`src/rtl/i2s_rx_param.sv`:
```
// ---------------------------------------------------------------------------
// i2s_rx_param
//   I2S / left-justified serial audio receiver that runs on the bit clock.
//   It deserialises stereo slots, MSB first, into left and right words. The
//   words are left-aligned. Bits beyond WORD_WIDTH are dropped, and a short
//   slot is zero-padded.
//
// Parameters
//   WORD_WIDTH : bits per output sample (8..32)
//   SLOT_WIDTH : nominal bck cycles per lrck half-period (>= 1)
//   FMT_LJ     : 0 = I2S (MSB one bck after the lrck edge),
//                1 = left-justified (MSB on the lrck edge)
//   CNT_W      : width of the slot-length error counter
//
// Ports
//   bck         in   serial bit clock; all logic runs on its posedge
//   rst         in   asynchronous reset, active-high
//   lrck        in   word select: 0 = left slot, 1 = right slot
//   din         in   serial data
//   l_dout      out  last completed left word
//   r_dout      out  last completed right word
//   l_valid     out  1-cycle pulse when l_dout updates
//   r_valid     out  1-cycle pulse when r_dout updates
//   frame_valid out  pulses with r_valid when a left word was committed
//                    since the previous r_valid
//
// Optional feature (macro I2S_RX_SLOT_CHECK_EN)
//   slot_err    out  pulses with a commit whose slot length != SLOT_WIDTH
//   err_cnt     out  saturating count of slot_err pulses
//   When the macro is undefined, these ports and the length check are absent.
// ---------------------------------------------------------------------------
module i2s_rx_param #(
  parameter int WORD_WIDTH = 24,
  parameter int SLOT_WIDTH = 32,
  parameter int FMT_LJ     = 0,
  parameter int CNT_W      = 8
) (
  input  logic                  bck,
  input  logic                  rst,
  input  logic                  lrck,
  input  logic                  din,
  output logic [WORD_WIDTH-1:0] l_dout,
  output logic [WORD_WIDTH-1:0] r_dout,
  output logic                  l_valid,
  output logic                  r_valid,
  output logic                  frame_valid
`ifdef I2S_RX_SLOT_CHECK_EN
  ,
  output logic                  slot_err,
  output logic [CNT_W-1:0]      err_cnt
`endif
);

  // bit_cnt must be able to count past both the word and the nominal slot.
  // A slot that is one bit too long then still differs from SLOT_WIDTH.
  localparam int MAX_LEN = (WORD_WIDTH > SLOT_WIDTH) ? WORD_WIDTH : SLOT_WIDTH;
  localparam int CW      = $clog2(MAX_LEN + 2);

  if (WORD_WIDTH < 8 || WORD_WIDTH > 32 || SLOT_WIDTH < 1 || CNT_W < 1) begin : g_param_chk
    $error("i2s_rx_param: parameter out of range");
  end

  logic                  lrck_q;
  logic                  edge_q;
  logic                  edge_now;
  logic                  start;
  logic                  chan;
  logic                  commit;
  logic [WORD_WIDTH-1:0] word;
  logic [CW-1:0]         bit_cnt;
  logic                  cur_chan;
  logic                  have_slot;
  logic                  have_left;

  // Slot start detection. In I2S the MSB arrives one bck after the edge, so
  // the start is the registered edge. The channel is the lrck value sampled
  // in the cycle of the edge.
  always_comb begin
    edge_now = lrck ^ lrck_q;
    start    = 1'b0;
    chan     = 1'b0;
    if (FMT_LJ != 0) begin
      start = edge_now;
      chan  = lrck;
    end else begin
      start = edge_q;
      chan  = lrck_q;
    end
    commit = start & have_slot;
  end

  // ---- capture stage: shift serial bits into the word being received ----
  always_ff @(posedge bck or posedge rst) begin
    if (rst) begin
      lrck_q    <= 1'b0;
      edge_q    <= 1'b0;
      word      <= '0;
      bit_cnt   <= '0;
      cur_chan  <= 1'b0;
      have_slot <= 1'b0;
    end else begin
      lrck_q <= lrck;
      edge_q <= edge_now;
      if (start) begin
        word      <= {din, {(WORD_WIDTH-1){1'b0}}};
        bit_cnt   <= CW'(1);
        cur_chan  <= chan;
        have_slot <= 1'b1;
      end else begin
        // Bit number bit_cnt lands at position WORD_WIDTH-1-bit_cnt. Bits
        // past the word width match no position and are dropped.
        for (int i = 0; i < WORD_WIDTH; i++) begin
          if (bit_cnt == CW'(WORD_WIDTH - 1 - i)) begin
            word[i] <= din;
          end
        end
        if (bit_cnt != '1) begin
          bit_cnt <= bit_cnt + CW'(1);
        end
      end
    end
  end

  // ---- commit stage: move the finished word to its channel output ----
  // The old word is read on the same edge that restarts capture, so the
  // commit and the new slot's MSB never conflict.
  always_ff @(posedge bck or posedge rst) begin
    if (rst) begin
      l_dout      <= '0;
      r_dout      <= '0;
      l_valid     <= 1'b0;
      r_valid     <= 1'b0;
      frame_valid <= 1'b0;
      have_left   <= 1'b0;
    end else begin
      l_valid     <= 1'b0;
      r_valid     <= 1'b0;
      frame_valid <= 1'b0;
      if (commit) begin
        if (!cur_chan) begin
          l_dout    <= word;
          l_valid   <= 1'b1;
          have_left <= 1'b1;
        end else begin
          r_dout      <= word;
          r_valid     <= 1'b1;
          frame_valid <= have_left;
          have_left   <= 1'b0;
        end
      end
    end
  end

`ifdef I2S_RX_SLOT_CHECK_EN
  logic len_err;

  // At a start, bit_cnt holds the length of the slot that is ending.
  always_comb begin
    len_err = (bit_cnt != CW'(SLOT_WIDTH));
  end

  always_ff @(posedge bck or posedge rst) begin
    if (rst) begin
      slot_err <= 1'b0;
      err_cnt  <= '0;
    end else begin
      slot_err <= commit & len_err;
      if (commit && len_err && (err_cnt != '1)) begin
        err_cnt <= err_cnt + CNT_W'(1);
      end
    end
  end
`endif

endmodule

```
`config.mk`:
```
export PLATFORM = sky130hd
export DESIGN_NAME = i2s_rx_param
export DESIGN_NICKNAME = d
export VERILOG_FILES = /design/src/rtl/i2s_rx_param.sv
export SDC_FILE = /design/constraint.sdc
export NUM_CORES = 1
export LEC_CHECK = 0
export CELL_PAD_IN_SITES_DETAIL_PLACEMENT = 0
export CELL_PAD_IN_SITES_GLOBAL_PLACEMENT = 2
export CORE_UTILIZATION = 39
export DETAILED_ROUTE_END_ITERATION = 12
export PLACE_DENSITY_LB_ADDON = 0.1
export SLEW_MARGIN = 10
export SYNTH_ARGS = -nofsm -noshare
export SYNTH_HDL_FRONTEND = slang
export SYNTH_SLANG_ARGS = --single-unit
```
`constraint.sdc`:
```
create_clock -name bck -period 3.91 [get_ports bck]
set_input_delay 0.5865 -clock bck [delete_from_list [all_inputs] [get_ports bck]]
set_output_delay 0.5865 -clock bck [all_outputs]
set_load 0.005 [all_outputs]
```
; ---- Yosys cells after proc, flatten, opt, wreduce, memory -nomap -nowiden
; Cells that the tools add are included.
[word_totals]
input_bits = 4
register_bits = 86
output_inout_bits = 51
[classes]
mux = 33
reduce_logical = 28
bitwise_logic = 3
n_eq_ne = 24
add_sub_neg = 1
[ops]
columns = op, n
row1 = 2-bit nonzero test, 25
row2 = 6-bit by 4-bit == test with 1-bit output (second input constant), 8
row3 = 6-bit by 5-bit == test with 1-bit output (second input constant), 8
row4 = 1-bit two-way mux, 30
row5 = 6-bit by 3-bit == test with 1-bit output (second input constant), 4
row6 = 24-bit two-way mux, 1
row7 = 6-bit by 2-bit == test with 1-bit output (second input constant), 2
row8 = 6-bit two-way mux, 2
row9 = 6-bit by 1-bit adder with 6-bit output (second input constant), 1
row10 = 6-bit by 1-bit == test with 1-bit output (second input constant), 1
row11 = 6-bit zero test, 1
row12 = 6-bit != test (second input constant), 1
row13 = 2-bit AND reduction, 2
row14 = 1-bit AND, 1
row15 = 1-bit inverter, 1
row16 = 1-bit XOR, 1

; ---- Logic depth before layout (Yosys ltp)
[logic_depth]
ltp_word = 3
depth_mapped = 6
mapped_depth_nobuf = 4

; ---- Worst setup path after synthesis
; No wires, ideal clock.
[synth_timing]
path_type = register to register
startpoint = register bit_cnt[0]
endpoint = register word[23]
stages_incl_launch_ff = 5
required_ns = 3.782
setup_ns = 0.128
arrival_ns = 1.214
setup_slack_ns = 2.568
period_less_slack_ns = 1.342
n_path_buf = 0
cell_sequence = dfrtp_1 -> inv_1 -> ha_1 -> a31oi_1 -> mux2_1
[synth_between]
elab_chain_len = 2
[synth_rtl]
columns = element, line_no
row1 = "start, declared", 70  ; logic [CW-1:0] bit_cnt;
row2 = "start signal, assigned", 118  ; bit_cnt <= bit_cnt + CW'(1);
row3 = 6-bit zero test, 113  ; if (bit_cnt == CW'(WORD_WIDTH - 1 - i)) begin
row4 = 2-bit nonzero test (no line), n/a
row5 = "end signal, assigned", 105  ; word <= {din, {(WORD_WIDTH-1){1'b0}}};
row6 = "end signal, assigned by index", 114  ; word[i] <= din;
row7 = "end, declared", 69  ; logic [WORD_WIDTH-1:0] word;
; No other way between the ends.
; A chain may end at the register's enable or synchronous reset.

; ---- Worst setup path after layout
[layout_timing]
startpoint = register edge_q
endpoint = register frame_valid
[layout_between]
elab_chain_len = 2
[layout_rtl]
columns = element, line_no
row1 = "start, declared", 64  ; logic edge_q;
row2 = "start signal, assigned", 103  ; edge_q <= edge_now;
row3 = 1-bit AND, 89  ; commit = start & have_slot;
row4 = 1-bit two-way mux, 139  ; if (commit) begin
row5 = "end signal, assigned", 147  ; frame_valid <= have_left;
row6 = "end, declared", 46  ; output logic frame_valid
; No other way between the ends.

==> impl_metrics.json <==
{
  "post-route-cell-area_um2": 4580,
  "grt_usage_pct": 16.0,
  "finalSetupViolCount": 0,
  "ctsResizeCount": 0,
  "diodes": 0,
  "hold_path_class": "reg2reg",
  "drive_gt1_share_pct": 13.3,
  "period_share_pct": 61.7,
  "synth_top_family_by_area": "simple AND/OR/NAND/NOR gates",
  "dp_hpwl_um": 4360,
  "clock_skew_ps": 9.31,
  "stdcell_count": 498,
  "clk_pin_slew_worst_paths_ps": 80,
  "r2r_slack_ps": 1500,
  "start_kind": "register",
  "crit_type": "reg2reg",
  "max_freq_mhz": 414,
  "cpMaxStageDelayCell": "dfrtp_1",
  "clockBufferDepth": 2,
  "totalWireLength_um": 7100,
  "vdd_drop_max_mv": 0.286,
  "crit_chain": "nand3_4, inv_2, and2_1",
  "syn_nets": 321,
  "layout_setup_ws_ps": 1500,
  "rr_endpoint": "frame_valid$_DFF_PP0_",
  "num_io_pins": 55,
  "first_global_vias": 2471,
  "status": "finished, final reports clean",
  "dpl_worst_slack_ps": 1400,
  "grt_overflow": 0,
  "p_leak_nw": 2.32,
  "clk_latency_ps": 350,
  "cts_tree": "yes",
  "cts_setup_buffers": 0,
  "worstHoldStart": "chan$_DFF_PP0_",
  "ys_seq_area_share_pct": 57.8,
  "cts_sinks": 86,
  "drcViolationCount": 0,
  "critPathMaxFanout": 38,
  "synth_area_um2": 3730,
  "fin_crit_ps": 2410,
  "synth-edff-count": 0,
  "firstDrtPassIters": 4,
  "final_cell_mix": "86 x dfrtp_1, 81 x nand2_1, 54 x clkdlybuf4s50_1",
  "hold_ws_ps": 469,
  "maxCapViolations": 0,
  "die-area_um2": 9950,
  "yosys_warnings": 0,
  "dp_cells": 482,
  "crit_buf_inv": 1,
  "drt_iter0_markers": 66,
  "maxSlewViolCount": 0,
  "synth_compound_area_share_pct": 1.31,
  "rsz0062_at_grt": "false",
  "synthMuxAreaShare_pct": 16.5,
  "cts_made_buffers": 9,
  "io_buffer_count": 54,
  "syn_avg_cell_area_um2": 11.9,
  "ys_ff_latch": 86,
  "place_area_um2": 4350,
  "slowest_delay_ps": 1110,
  "crit_family": "flip-flops",
  "antenna_found_initial": 0,
  "tightest_slew_ps": 1150,
  "vias": 2322,
  "area_growth_pct": 22.9,
  "grt_max_degree": 46,
  "finalSetupTns_ps": 0,
  "initial_core_util_pct": 40.3,
  "power_density_nw_per_um2": 435,
  "die_height_um": 99.7,
  "yosysUniqueCellTypes": 37,
  "cp.arrival_ps": 2700,
  "grt_pass1_wl_um": 12400,
  "final_common_cell": "dfrtp_1",
  "place_congestion": 0.698,
  "nFillCells": 846,
  "async_flop_share_pct": 100,
  "relSlewSlack_pct": 23.4,
  "synth_ff_type": "dfrtp_1",
  "cts-htree-levels": 3,
  "synth_adder_area_share_pct": 1.68,
  "yosys.area_share.simple_pct": 19.4,
  "detail_route.wl_per_cell_um": 14.3,
  "synth-xor-area-share_pct": 0.235,
  "hold_buffers": 0,
  "core_um2": 9240,
  "fin_nets": 373,
  "fp.dieW_um": 99.7,
  "rows": 35,
  "netlist_instances": 312,
  "rr_worst_depth": 3,
  "holdPathEnd": "edge_q$_DFF_PP0_",
  "ant_nets": 0,
  "root_buffer": "clkbuf_8",
  "vias_per_cell": 4.66,
  "required_ps": 4200,
  "hold_depth": 1,
  "worstReg2RegStart": "edge_q$_DFF_PP0_",
  "crit_path_end_kind": "register",
  "hold_viol_final": 0
}
[power by group]
group	internal (mW)	leakage, nW	switching (mW)
registers	0.941	1.17	0.0569
clock network	0.425	0.115	0.302
logic	0.132	1.04	0.133
total	1.50	2.32	0.492
[worst reg2reg max path, delay by kind of cell (launching register included)]
kind / cells / cell delay [ps]
simple gates: 2 / 690
flops: 1 / 1110
buf+inv: 1 / 560
[layer usage]
layer  wire length [um]  track usage, %
met5                  0               0
met4                 71            4.30
met3                258            4.43
met2               3250            25.5
met1               3520            21.4
[how the worst max path moves through the flow]
stage	startpoint	to	cells after the start	slack (ps)
after floorplan	rst	bit_cnt[0]$_DFFE_PP0P_	1	1100
after global placement	edge_q$_DFF_PP0_	frame_valid$_DFF_PP0_	3	1490
after detailed placement	edge_q$_DFF_PP0_	frame_valid$_DFF_PP0_	3	1400
after CTS	edge_q$_DFF_PP0_	r_dout[0]$_DFFE_PP0P_	4	1400
after global routing	edge_q$_DFF_PP0_	r_dout[14]$_DFFE_PP0P_	4	1150
final	edge_q$_DFF_PP0_	frame_valid$_DFF_PP0_	3	1500
[logic make-up after synthesis]
kind of cell | Yosys count
compound gates | 7
mux | 51
simple gates | 142
buf+inv | 20
flops | 86
fa+ha+maj | 5
xor+xnor | 1
[per-stage QoR]
step,power [mW],util [%]
6_report,1.99,49.5
5_1_grt,2.10,49.5
4_1_cts,2.02,49.5
3_5_place_dp,1.29,47.1
3_3_place_gp,1.28,47.1
2_1_floorplan,1.17,-
[cells in the mapped netlist (2+ instances only)]
| cell type | count | area (um2) |
|---|---|---|
| buf_6 | 2 | 22.5 |
| nand3_1 | 11 | 55.1 |
| a31oi_1 | 3 | 18.8 |
| buf_2 | 5 | 25.0 |
| mux2i_1 | 25 | 250 |
| ha_1 | 5 | 62.6 |
| nand2b_1 | 26 | 163 |
| nor3_1 | 2 | 10.0 |
| mux2_2 | 6 | 67.6 |
| mux2_4 | 19 | 285 |
| nand4_1 | 3 | 18.8 |
| clkbuf_1 | 3 | 11.3 |
| nor2_1 | 5 | 18.8 |
| buf_4 | 5 | 37.5 |
| nand2_1 | 81 | 304 |
| inv_1 | 4 | 15.0 |
| a21oi_1 | 2 | 10.0 |
| dfrtp_1 | 86 | 2150 |
[area by class of cell]
| type | instances | area (um2) | share of cell area, % |
|---|---|---|---|
| Clock buffer | 12 | 135 | 2.95 |
| Clock inverter | 4 | 95.1 | 2.08 |
| Inverter | 5 | 20.0 | 0.437 |
| Multi-Input combinational cell | 206 | 1460 | 31.9 |
| Sequential cell | 86 | 2150 | 47.0 |
| Tap cell | 129 | 161 | 3.53 |
| Timing Repair Buffer | 56 | 556 | 12.1 |
[registers in the layout, indices dropped and copies added (netlist names)]
register and cells:
edge_q 1, r_dout 24, word 24, chan 1, frame_valid 1, have_slot 1, have_left 1, bit_cnt 6
r_valid 1, l_dout 24, cur_chan 1, l_valid 1
No activity file was read; power rests on OpenSTA's default activity.
